$ cat src/rtl/uart_tx.sv
// uart_tx -- parameterised UART transmitter with a one-entry holding register.
//
// Ports
//   clk        system clock, all logic on its rising edge
//   reset      asynchronous, active-high reset
//   baudclk    bit-rate clock (already in the clk domain, 50% duty); one bit
//              period is one full baudclk cycle
//   tx_data    DATA_BITS-wide word to send, LSB first
//   tx_valid   tx_data is valid
//   tx_ready   holding register empty (= ~hold_full)
//   txd        registered serial line, idles high
//   tx_busy    high whenever the FSM is not in IDLE
//   state_dbg  current FSM state (IDLE=0, START=1, DATA=2, PARITY=3, STOP=4)
//
// Handshake: a word is taken on any clk edge where tx_valid & tx_ready are
// both high; no baud tick is needed. tx_data is copied into the holding
// register and tx_ready drops on the following cycle. While tx_ready is low
// tx_data and tx_valid are ignored. tx_ready returns high when the FSM moves
// the held word into the shift register at the start of its frame.
//
// Frame: start(0), DATA_BITS data bits LSB first, optional parity bit,
// STOP_BITS stop bits(1). Every FSM step and txd update happens only on a
// baud tick, i.e. the first clk edge after baudclk rises.
module uart_tx #(
  parameter int DATA_BITS  = 8,
  parameter int STOP_BITS  = 1,
  parameter bit PARITY_EN  = 1'b0,
  parameter bit PARITY_ODD = 1'b0
) (
  input  logic                 clk,
  input  logic                 reset,
  input  logic                 baudclk,
  input  logic [DATA_BITS-1:0] tx_data,
  input  logic                 tx_valid,
  output logic                 tx_ready,
  output logic                 txd,
  output logic                 tx_busy,
  output logic [2:0]           state_dbg
);

  localparam int CW = $clog2(DATA_BITS);
  localparam logic [CW-1:0] LAST_BIT  = CW'(DATA_BITS - 1);
  localparam logic          LAST_STOP = 1'(STOP_BITS - 1);

  typedef enum logic [2:0] {
    IDLE   = 3'd0,
    START  = 3'd1,
    DATA   = 3'd2,
    PARITY = 3'd3,
    STOP   = 3'd4
  } state_t;

  state_t               state_q, state_n;
  logic                 baud_q;
  logic                 tick;
  logic [DATA_BITS-1:0] hold_q;
  logic                 hold_full;
  logic [DATA_BITS-1:0] shift_q, shift_n;
  logic                 parity_q, parity_n;
  logic [CW-1:0]        bit_cnt_q, bit_cnt_n;
  logic                 stop_cnt_q, stop_cnt_n;
  logic                 txd_n;
  logic                 accept;
  logic                 load;

  // baudclk is already synchronous to clk, so a single register is enough
  // to find its rising edge.
  assign tick = baudclk & ~baud_q;

  assign accept    = tx_valid & ~hold_full;
  assign tx_ready  = ~hold_full;
  assign tx_busy   = (state_q != IDLE);
  assign state_dbg = state_q;

  always_comb begin
    state_n    = state_q;
    txd_n      = txd;
    shift_n    = shift_q;
    parity_n   = parity_q;
    bit_cnt_n  = bit_cnt_q;
    stop_cnt_n = stop_cnt_q;
    load       = 1'b0;
    if (tick) begin
      case (state_q)
        IDLE: begin
          if (hold_full) begin
            load    = 1'b1;
            txd_n   = 1'b0;
            state_n = START;
          end else begin
            txd_n = 1'b1;
          end
        end
        START: begin
          txd_n     = shift_q[0];
          bit_cnt_n = '0;
          state_n   = DATA;
        end
        DATA: begin
          if (bit_cnt_q != LAST_BIT) begin
            // shift_q[1] is the bit that becomes shift_q[0] after this shift
            shift_n   = shift_q >> 1;
            txd_n     = shift_q[1];
            bit_cnt_n = bit_cnt_q + 1'b1;
          end else if (PARITY_EN) begin
            txd_n   = parity_q;
            state_n = PARITY;
          end else begin
            txd_n      = 1'b1;
            stop_cnt_n = 1'b0;
            state_n    = STOP;
          end
        end
        PARITY: begin
          txd_n      = 1'b1;
          stop_cnt_n = 1'b0;
          state_n    = STOP;
        end
        STOP: begin
          if (stop_cnt_q != LAST_STOP) begin
            stop_cnt_n = stop_cnt_q + 1'b1;
          end else if (hold_full) begin
            // chain straight into the next frame with no idle gap
            load    = 1'b1;
            txd_n   = 1'b0;
            state_n = START;
          end else begin
            state_n = IDLE;
          end
        end
        default: state_n = IDLE;
      endcase
    end
    // Parity is taken from the whole word while it is still intact.
    if (load) begin
      shift_n  = hold_q;
      parity_n = (^hold_q) ^ PARITY_ODD;
    end
  end

  always_ff @(posedge clk or posedge reset) begin
    if (reset) begin
      state_q    <= IDLE;
      baud_q     <= 1'b0;
      txd        <= 1'b1;
      shift_q    <= '0;
      parity_q   <= 1'b0;
      bit_cnt_q  <= '0;
      stop_cnt_q <= 1'b0;
    end else begin
      state_q    <= state_n;
      baud_q     <= baudclk;
      txd        <= txd_n;
      shift_q    <= shift_n;
      parity_q   <= parity_n;
      bit_cnt_q  <= bit_cnt_n;
      stop_cnt_q <= stop_cnt_n;
    end
  end

  // Accept needs an empty holding register and load needs a full one, so
  // the two can never happen on the same edge.
  always_ff @(posedge clk or posedge reset) begin
    if (reset) begin
      hold_full <= 1'b0;
      hold_q    <= '0;
    end else if (accept) begin
      hold_full <= 1'b1;
      hold_q    <= tx_data;
    end else if (load) begin
      hold_full <= 1'b0;
    end
  end

endmodule

$ cat config.mk
export PLATFORM = sky130hd
export DESIGN_NAME = uart_tx
export DESIGN_NICKNAME = d
export VERILOG_FILES = /design/src/rtl/uart_tx.sv
export SDC_FILE = /design/constraint.sdc
export NUM_CORES = 1
export LEC_CHECK = 0
export BUFFER_PORTS_ARGS = -buffer_cell sky130_fd_sc_hd__buf_4
export CAP_MARGIN = 0
export CELL_PAD_IN_SITES_DETAIL_PLACEMENT = 1
export CELL_PAD_IN_SITES_GLOBAL_PLACEMENT = 2
export CORE_MARGIN = 4
export CORE_UTILIZATION = 35
export CTS_CLUSTER_SIZE = 10
export DETAILED_ROUTE_END_ITERATION = 7
export PLACE_DENSITY_LB_ADDON = 0.05
export SLEW_MARGIN = 25
export SYNTH_ARGS = -nofsm -noshare
export SYNTH_HDL_FRONTEND = slang
export SYNTH_SLANG_ARGS = --single-unit
$ cat constraint.sdc
create_clock -name clk -period 2.3 [get_ports clk]
set_input_delay 0.46 -clock clk [delete_from_list [all_inputs] [get_ports clk]]
set_output_delay 0.46 -clock clk [all_outputs]
set_load 0.03 [all_outputs]
# Word-level counts from Yosys, hierarchy flattened
# Cells that the tools add are included.
# Widths: inputs -> output; s select.
dict set report word_totals {
  word_cells 63
  inputBits 12
  register_bits 26
  output_inout_bits 6
}
dict set report classes {
  eq_ne 10
  n_addsub 2
  n_mux 25
  reduce_logical 14
  n_bitwise 4
}
# cell count
set ops {}
lappend ops {{$mux 8} 4}
lappend ops {{$pmux 3 s5} 1}
lappend ops {{$mux 1} 12}
lappend ops {{$mux 3} 4}
lappend ops {{$ne 2x2->1 const B} 5}
lappend ops {{$reduce_bool 2->1} 5}
lappend ops {{$reduce_and 3->1} 3}
lappend ops {{$reduce_and 4->1} 2}
lappend ops {{$eq 3x2->1 const B} 2}
lappend ops {{$pmux 3 s2} 1}
lappend ops {{$reduce_bool 3->1} 2}
lappend ops {{$pmux 1 s5} 1}
lappend ops {{$reduce_bool 5->1} 1}
lappend ops {{$add 3x1->3 const B} 1}
lappend ops {{$eq 3x1->1 const B} 1}
lappend ops {{$eq 3x3->1 const B} 1}
lappend ops {{$logic_not 3->1} 1}
lappend ops {{$ne 3x3->1 const B} 1}
lappend ops {{$pmux 1 s3} 1}
lappend ops {{$and 1x1->1} 2}
lappend ops {{$not 1->1} 2}
lappend ops {{$pmux 1 s2} 1}
lappend ops {{$add 1x1->1 const B} 1}

# Logic depth before layout (Yosys ltp)
# Gate-level depths: netlist of run 1.
dict set report logic_depth {
  ltp_word 6
  ltp_mapped 6
  mapped_depth_nobuf 5
}

# Worst setup path after synthesis of run 1
# OpenSTA, ideal clock, no wires.
dict set report synth_path {
  path_kind {reg-to-reg}
  startpoint {register state_q[1] (netlist: state_dbg[1])}
  endpoint {register shift_q[7]}
  path_buffers 2
  synth_period_minus_slack_ns 1.813
  setup_slack_ns 0.487
  t_arrival_ns 1.686
  required_ns 2.173
  path_stages_with_launch 6
  setup_time_ns 0.127
  path_cell_list {dfrtp_1 > or4b_1 > buf_2 > or2_1 > buf_6 > mux2i_1}
}
dict set report synth_via {
  elab_chain_len 5
  elab_cells_between_ends 10
  classes_between {eq/ne (2); mux (3); reduce/logical (5)}
}
# element line
set synth_rtl {}
lappend synth_rtl {{start, declared} 53} ;# state_t state_q, state_n;
lappend synth_rtl {{start signal, assigned} 151} ;# state_q <= state_n;
lappend synth_rtl {{$eq 3x3->1 or $logic_not 3->1 (tied branches)} 84} ;# case (state_q)
lappend synth_rtl {{$pmux 1 s2} 84}
lappend synth_rtl {{$mux 1} 83} ;# if (tick) begin
lappend synth_rtl {{$reduce_bool 2->1 (no source line)} -}
lappend synth_rtl {{$reduce_and 3->1 (no source line)} -}
lappend synth_rtl {{end signal, assigned} 154} ;# shift_q <= shift_n;
lappend synth_rtl {{end, declared} 58} ;# logic [DATA_BITS-1:0] shift_q, shift_n;
# Parallel ways exist; a longest one is shown, timed or not.
# A chain may end at the register's enable or synchronous reset.

# Worst setup path after layout of run 1
dict set report layout_path {
  startpoint {register state_q[0] (netlist: state_dbg[0])}
  endpoint {register shift_q[7]}
}
# Same word-level chain as after synthesis.

==> impl_metrics.py, run 1 <==
metrics = {
    "run_status": {
        "outcome": "complete, no violations",
    },
    "cts": {
        "postCtsHoldBufs": 0,
        "clock_latency_ns": 0.31,
        "root_buffer": "clkbuf_4",
        "cts.sinks": 25,
        "path_clk_slew_ns": 0.14,
        "cts_tree": "yes",
        "clock_path_buffers": 2,
        "cts_setup_buffers": 0,
        "cts-resized-gates": 0,
        "cts-htree-levels": 1,
        "numCtsBuffers": 3,
    },
    "timing": {
        "tightest_slew_ns": 0.590,
        "rsz0062_at_grt": "no",
        "relSlewSlack_pct": 60.5,
        "finalSetupViolCount": 0,
        "fmax_mhz": 527,
        "fin_hold_ws_ns": 0.173,
        "period_needed_ns": 1.90,
        "fin_skew_ns": 0.00185,
        "maxSlewViolCount": 0,
        "hold_viol": 0,
        "fin_tns_setup_ns": 0,
        "fin_crit_sh_pct": 82.5,
    },
    "synthesis": {
        "yosys_warnings": 0,
        "yosysSeqAreaShare_pct": 55.2,
        "synth_top_area_cell": "dfrtp_1",
        "async_flop_share_pct": 100,
        "synth-seq-cells": 25,
        "synthDistinctLibCells": 32,
        "syn_inst": 103,
        "synthesis.area_sq_mm": 0.00114,
        "synth_top_area_share_pct": 52.9,
        "avgSynthCellArea_sq_um": 11.0,
        "yosysMostFrequentCell": "dfrtp_1",
        "synth_edf_count": 0,
        "synthTopCellsByCount": "dfrtp_1, o21ai_0, mux2_2",
        "syn_nets": 117,
        "synthTopCellsByArea": "dfrtp_1, mux2_2, o21ai_0",
        "synth_top_flop_cell": "dfrtp_1",
    },
    "routing": {
        "via_per_inst": 5.18,
        "dr.first_iter.drc_count": 19,
        "routed_wl_microns": 2570,
        "route.detailed.drc": 0,
        "dr.pass1.iters": 2,
        "routedWlPerCell_microns": 15.5,
        "num_vias": 860,
        "ant_nets": 0,
    },
    "floorplanning": {
        "fp.dieH_microns": 65.0,
        "dieArea_sq_mm": 0.00422,
        "placementRows": 20,
        "core_area_sq_mm": 0.00308,
        "ios": 18,
        "die_width_microns": 65.0,
        "start_util_pct": 36.9,
    },
    "worst_setup_path": {
        "cp.buffers_inverters": 0,
        "r2r-start": "state_dbg[0]",
        "startpoint": "state_dbg[0]",
        "crit_type": "reg -> reg",
        "cp_slowest_cell": "or4b_1",
        "crit_path_start_kind": "flop",
        "critPathMaxFanout": 11,
        "crit_family": "simple AND/OR/NAND/NOR gates",
        "endpoint_kind": "flop",
        "path_cells": "or4b_1 -> or2_1 -> mux2i_1",
        "crit_required_ns": 2.50,
        "crit_arrival_ns": 2.10,
        "critPathMaxStageDelay_ns": 0.67,
    },
    "cells_and_area": {
        "nets": 137,
        "stdcell_count": 166,
        "diodes": 0,
        "drive_gt1_share_pct": 28.7,
        "area_delta_synth_final_pct": 18.4,
    },
    "global_route": {
        "grt_overflow": 0,
        "grt_pass1_wl_microns": 4640,
        "first_global_vias": 922,
        "antenna_found_initial": 0,
        "grt.total_usage_pct": 14.0,
        "grt_start_max_net_pins": 26,
    },
    "power": {
        "p_leak_nw": 0.594,
        "ir_drop_v": 0.000402,
        "power_density_mw_per_mm2": 1220,
    },
    "placed_design": {
        "place_hpwl_microns": 1770,
        "place_inst": 162,
        "io_buffer_count": 17,
        "gp_congestion": 0.695,
    },
    "run": {
        "maxCapViolCount": 0,
    },
    "worst_hold_path": {
        "min_path_type": "in -> async",
    },
}
## area by class of cell
class                   instances  area, sq um
fillers                       371         1730
clock buffers                   3         22.5
flip-flops and latches         25          627
clock inverters                 1         5.00
inverters                       3         11.3
repair buffers                 21          158
multi-input cells              69          467
well taps                      44         55.1
## metrics by stage
| stage | util, % | total power, mW | instance area, sq um | setup slack [ns] |
|---|---|---|---|---|
| finish | 43.7 | 1.63 | 1350 | 0.403 |
| global route | 43.7 | 1.77 | 1350 | 0.271 |
| CTS | 43.7 | 1.66 | 1350 | 0.376 |
| detailed placement | 42.8 | 1.46 | 1320 | 0.356 |
| global placement | 42.8 | 1.43 | 1320 | 0.404 |
| floorplan | - | 1.22 | 1140 | 0.487 |
## layer usage
layer	vias up	wire length, microns	track usage, %
met5	-	0	0
met4	0	21	3.96
met3	4	81	3.12
met2	12	1220	21.7
met1	431	1250	19.6
li1	413	-	-
## layout by cell type (no fill, tap or decap), drive strengths merged, types with 2 or more instances in the layout
master,Yosys,layout
nand3,7,7
inv,2,2
ha,2,2
nand2,6,6
o21ai,11,11
nor2,2,2
clkinv,1,2
buf,2,21
or2,2,2
nor3,7,7
clkbuf,4,3
dfrtp,24,24
mux2,8,8
a31oi,7,7
nand2b,2,2
a22o,2,2
## power by group
group	total, mW	switching (mW)	internal [mW]
clock network	0.197	0.132	0.0651
registers	0.778	0.135	0.643
logic	0.659	0.365	0.295
## registers in the layout (all words and copies together), names as in the netlist
signal / cells
bit_cnt_q: 3
hold_q: 8
state_dbg: 3
txd: 1
baud_q: 1
hold_full: 1
shift_q: 8
## worst paths after layout
kind	endpoint	slack, ns	depth (start not counted)
worst min-delay path	bit_cnt_q[1]	0.17	3
worst max register to register	shift_q[7]	0.40	3
min in group clk	baud_q	0.27	1
worst min register to register	txd	0.50	2
max in group asynchronous	txd	1.83	3
worst max-delay path	shift_q[7]	0.40	3
## worst min-delay path, stage by stage
cell and delay, ns:
buf_4 0.11, inv_1 0.04, buf_4 0.30
## cell families (layout without fill, tap and decap cells)
group           after synthesis  count (layout)  synth area share, %
fa+ha+maj                     2               2                 2.20
flops                        25              25                 55.2
mux                           9               9                 8.81
buf+inv                       9              28                 3.74
simple gates                 35              35                 17.7
compound gates               23              23                 12.3
(Power assumes the default switching activity.)
==> run 2: changes to the inputs <==
clock period = 1.75 ns   (was 2.3 ns; I/O delays follow)
==> run 2 against run 1 <==
  * The run now ends with setup timing left
  * Maximum frequency is 5.2% higher
  * Sequential cell count unchanged
  * Combinational power increased by 61%
  * Core utilization grew 3.7 points
  * Largest power group is now combinational logic
==> impl_metrics.py, run 2 (synthesis gave the netlist of run 1 again) <==
metrics = {
    "worst_setup_path": {
        "path_cells": "ha_2 -> ha_4 -> or3b_1 -> a211o_1 -> mux2_2",
        "critPathMaxFanout": 4,
        "crit_arrival_ns": 2.05,
        "endpoint_kind": "flop",
        "crit_path_start_kind": "flop",
        "crit_type": "reg -> reg",
        "cp_slowest_cell": "dfrtp_1",
        "crit_required_ns": 1.99,
        "critPathMaxStageDelay_ns": 0.42,
    },
    "global_route": {
        "first_global_vias": 920,
        "grt_overflow": 0,
        "grt_start_max_net_pins": 26,
        "grt_pass1_wl_microns": 4360,
        "grt.total_usage_pct": 13.2,
        "antenna_found_initial": 0,
    },
    "placed_design": {
        "io_buffer_count": 17,
        "gp_congestion": 0.725,
        "dp_slack_ns": -0.0673,
        "place_inst": 167,
        "place_hpwl_microns": 1830,
        "postPlaceCellArea_sq_mm": 0.00137,
    },
    "cts": {
        "root_buffer": "clkbuf_4",
        "path_clk_slew_ns": 0.15,
        "cts_tree": "yes",
        "clock_latency_ns": 0.33,
        "clock_path_buffers": 2,
        "numCtsBuffers": 3,
        "cts-htree-levels": 1,
        "cts.sinks": 25,
        "postCtsHoldBufs": 0,
    },
    "timing": {
        "relSlewSlack_pct": 61.0,
        "hold_viol": 0,
        "maxSlewViolCount": 0,
        "rsz0062_at_grt": "yes",
        "period_needed_ns": 1.80,
        "fmax_mhz": 555,
        "fin_skew_ns": 0.0179,
        "finalSetupViolCount": 2,
        "fin_crit_sh_pct": 103,
        "setup_ws_ns": -0.0528,
        "tightest_slew_ns": 0.581,
    },
    "power": {
        "totalPowerFinal_mw": 2.35,
        "p_leak_nw": 0.633,
        "p_clk_share_pct": 11.6,
        "power_density_mw_per_mm2": 1610,
        "switching_share_pct": 38.2,
        "comb_power_share_pct": 45.0,
        "ir_drop_v": 0.000576,
        "switchingPower_mw": 0.897,
        "pwr-share-seq_pct": 43.4,
        "internal_power_mw": 1.45,
    },
    "routing": {
        "dr.first_iter.drc_count": 34,
        "ant_nets": 0,
        "dr.pass1.iters": 4,
        "routedWlPerCell_microns": 15.1,
        "num_vias": 901,
        "via_per_inst": 5.15,
        "routed_wl_microns": 2650,
        "route.detailed.drc": 0,
    },
    "floorplanning": {
        "core_area_sq_mm": 0.00308,
        "start_util_pct": 36.9,
        "dieArea_sq_mm": 0.00422,
        "fp.dieH_microns": 65.0,
        "placementRows": 20,
        "die_width_microns": 65.0,
        "ios": 18,
    },
    "cells_and_area": {
        "stdcell_count": 175,
        "top_regs": "hold_q x8, shift_q x8",
        "nets": 146,
        "utilization_pct": 47.4,
        "mostFrequentLayoutCells": "buf_4, dfrtp_1, mux2_2",
        "drive_gt1_share_pct": 40.5,
        "area_delta_synth_final_pct": 28.4,
        "layout_commonest_cell": "buf_4",
        "finalInstanceArea_sq_mm": 0.00146,
        "diodes": 0,
    },
    "run_status": {
        "outcome": "complete, but fails checks",
        "violations": "setup timing",
    },
    "run": {
        "maxCapViolCount": 0,
    },
    "worst_hold_path": {
        "min_path_type": "in -> async",
    },
}
run 2: cell count changes in the layout (fill, tap and decap cells not counted), moves of 2 or more:
cell	previous run	this run
buf_4	21	27
buf_6	0	2
dfrtp_1	24	21
dfrtp_2	0	3
ha_1	2	0
o21ai_0	11	3
o21ai_1	0	5
o21ai_2	0	3
or2_4	0	2
run 2: what timing repair did:
item                                    in CTS  in global routing
pin swaps                                    2                  4
cloned                                       0                  1
resized for setup                            2                 15
endpoints found under the setup margin       4                 12
setup buffers                                0                  3
run 2: cell type report:
cell class | instances | area [sq um]
Inverter | 3 | 11.3
Tap cell | 44 | 55.1
Timing Repair Buffer | 29 | 225
Clock buffer | 3 | 22.5
Clock inverter | 1 | 7.51
Multi-Input combinational cell | 70 | 507
Sequential cell | 25 | 631
Fill cell | 343 | 1620
run 2: critical path, delay by kind of cell (launching register included):
family                     cells  cell delay (ns)
muxes                          1             0.28
DFF                            1             0.42
adders and majority gates      2             0.35
and+or+nand+nor                1             0.34
AOI/OAI and AO/OA              1             0.32
run 2: path summary, 6_finish.rpt:
kind                               from      endpoint  depth (start not counted)  slack, ns
min in group clk                baudclk        baud_q                          1       0.16
max reg2reg                bit_cnt_q[1]  bit_cnt_q[0]                          5      -0.05
min                               reset  bit_cnt_q[2]                          3       0.03
min reg2reg                         txd           txd                          2       0.50
max in group asynchronous         reset           txd                          3       1.40
max                        bit_cnt_q[1]  bit_cnt_q[0]                          5      -0.05
run 2: per-stage QoR:
| stage | TNS [ns] | hold slack (ns) |
|---|---|---|
| floorplan | -0.00252 | 0.376 |
| global placement | -0.0146 | 0.429 |
| detailed placement | -0.138 | 0.433 |
| CTS | -0.111 | 0.0432 |
| global route | -0.759 | 0.0634 |
| finish | -0.0806 | 0.0347 |
run 2: per-layer routing:
metal | vias to the layer above | global-route usage (%) | share of wire, %
met4 | 0 | 2.37 | 0.45
met2 | 15 | 21.6 | 52
met3 | 2 | 4.51 | 4.3
li1 | 433 | - | -
met1 | 451 | 17.1 | 43
met5 | - | 0 | 0
run 2: power by group through the flow:
stage               registers [mW]  clock network (mW)  logic (mW)
global placement              1.01                   0       0.916
CTS                           1.01               0.287       0.972
global route                  1.06               0.309        1.17
detailed placement            1.02                   0       0.951
floorplan                     1.08                   0       0.549
finish                        1.02               0.272        1.06
==> run 3: changes to the inputs <==
SETUP_SLACK_MARGIN = 0.15   (was unset)
SKIP_LAST_GASP = 1   (was unset)
==> run 3 against run 2 <==
  * The run still ends with setup timing left
  * Final area is 0.17% lower
  * Wire length is 5.2% lower
  * Global-route usage hardly changed
==> impl_metrics.py, run 3 (synthesis gave the netlist of run 1 again) <==
metrics = {
    "run_status": {
        "outcome": "complete, but fails checks",
        "violations": "setup timing",
    },
    "worst_setup_path": {
        "critPathMaxStageDelay_ns": 0.41,
        "crit_path_start_kind": "flop",
        "critPathMaxFanout": 4,
        "crit_arrival_ns": 2.01,
        "crit_required_ns": 1.97,
        "endpoint_kind": "flop",
        "reg2regPathDepth": 5,
        "path_cells": "ha_2 -> ha_4 -> or3b_1 -> a211o_1 -> mux2_4",
        "cp_slowest_cell": "dfrtp_1",
        "crit_type": "reg -> reg",
    },
    "global_route": {
        "first_global_vias": 949,
        "antenna_found_initial": 0,
        "grt.total_usage_pct": 13.2,
        "grt_pass1_wl_microns": 4420,
        "grt_start_max_net_pins": 26,
        "grt_overflow": 0,
    },
    "routing": {
        "route.detailed.drc": 0,
        "routed_wl_microns": 2510,
        "num_vias": 881,
        "via_per_inst": 5.03,
        "routedWlPerCell_microns": 14.3,
        "ant_nets": 0,
        "dr.first_iter.drc_count": 18,
        "dr.pass1.iters": 4,
    },
    "timing": {
        "fin_crit_sh_pct": 102,
        "maxSlewViolCount": 0,
        "hold_viol": 0,
        "fin_skew_ns": 0.00181,
        "rsz0062_at_grt": "yes",
        "fmax_mhz": 559,
        "period_needed_ns": 1.79,
        "setup_ws_ns": -0.0384,
        "finalSetupViolCount": 3,
        "relSlewSlack_pct": 73.3,
        "tightest_slew_ns": 0.398,
    },
    "cts": {
        "numCtsBuffers": 3,
        "clock_path_buffers": 2,
        "path_clk_slew_ns": 0.14,
        "root_buffer": "clkbuf_4",
        "clock_latency_ns": 0.32,
        "cts-htree-levels": 1,
        "cts_tree": "yes",
        "cts.sinks": 25,
    },
    "floorplanning": {
        "die_width_microns": 65.0,
        "fp.dieH_microns": 65.0,
        "start_util_pct": 36.9,
        "core_area_sq_mm": 0.00308,
        "ios": 18,
        "dieArea_sq_mm": 0.00422,
        "placementRows": 20,
    },
    "power": {
        "power_density_mw_per_mm2": 1600,
        "p_leak_nw": 0.635,
        "ir_drop_v": 0.000537,
    },
    "cells_and_area": {
        "top_regs": "hold_q x8, shift_q x8",
        "diodes": 0,
        "drive_gt1_share_pct": 39.7,
        "nets": 146,
        "finalInstanceArea_sq_mm": 0.00146,
        "mostFrequentLayoutCells": "buf_4, dfrtp_1, o21ai_0",
        "area_delta_synth_final_pct": 28.2,
        "layout_commonest_cell": "buf_4",
    },
    "worst_hold_path": {
        "min_path_type": "in -> async",
    },
    "placed_design": {
        "io_buffer_count": 17,
        "gp_congestion": 0.667,
        "postPlaceCellArea_sq_mm": 0.00137,
        "place_hpwl_microns": 1810,
        "dp_slack_ns": -0.0686,
    },
    "run": {
        "maxCapViolCount": 0,
    },
}
[run 3: layout make-up]
class	count	area, sq um
clock buffer	3	22.5
inverter	3	15.0
multi-input combinational	69	495
fill	341	1620
tap	44	55.1
sequential	25	631
clock inverter	1	5.00
timing repair buffer	30	233
[run 3: what timing repair did]
action	in CTS	in global routing
setup endpoints to repair	14	14
buffers inserted	2	2
hold buffers	0	0
gates resized for setup	7	1
pin swaps	3	1
cloned	0	0
[run 3: critical path, delay by kind of cell, from the launching register on]
kind / cells / cell delay [ns]
AOI/OAI and AO/OA: 1 / 0.32
adders and majority gates: 2 / 0.35
DFF: 1 / 0.41
muxes: 1 / 0.27
and+or+nand+nor: 1 / 0.35
[run 3: final timing paths]
kind                               from      endpoint  slack [ns]
max                        bit_cnt_q[0]  bit_cnt_q[0]       -0.04
min                               reset  bit_cnt_q[0]        0.06
max reg2reg                bit_cnt_q[0]  bit_cnt_q[0]       -0.04
min reg2reg                         txd           txd        0.50
max in group asynchronous         reset           txd        1.39
min in group clk                baudclk        baud_q        0.15
[run 3: power breakdown]
part | internal (mW) | switching [mW]
combinational | 0.535 | 0.514
sequential | 0.850 | 0.164
clock | 0.0856 | 0.181
[run 3: metrics by stage]
stage | cells | hold WS (ns) | TNS [ns] | power (mW) | util [%]
after CTS | 173 | 0.0790 | -0.0811 | 2.33 | 46.7
after global routing | 175 | 0.0833 | -0.242 | 2.53 | 47.3
after detailed placement | 167 | 0.440 | -0.137 | 1.98 | 44.6
after floorplan | 103 | 0.376 | 0 | 1.63 | -
final | 175 | 0.0604 | -0.0617 | 2.33 | 47.3
after global placement | 167 | 0.430 | -0.0168 | 1.93 | 44.6
[run 3: layer usage]
metal / GRT usage (%) / part of all wire (%) / up-vias
met1: 17.8 / 46 / 441
met4: 2.37 / 0.60 / 0
met5: 0 / 0 / -
li1: - / - / 428
met2: 22.1 / 50 / 10
met3: 2.60 / 3.0 / 2
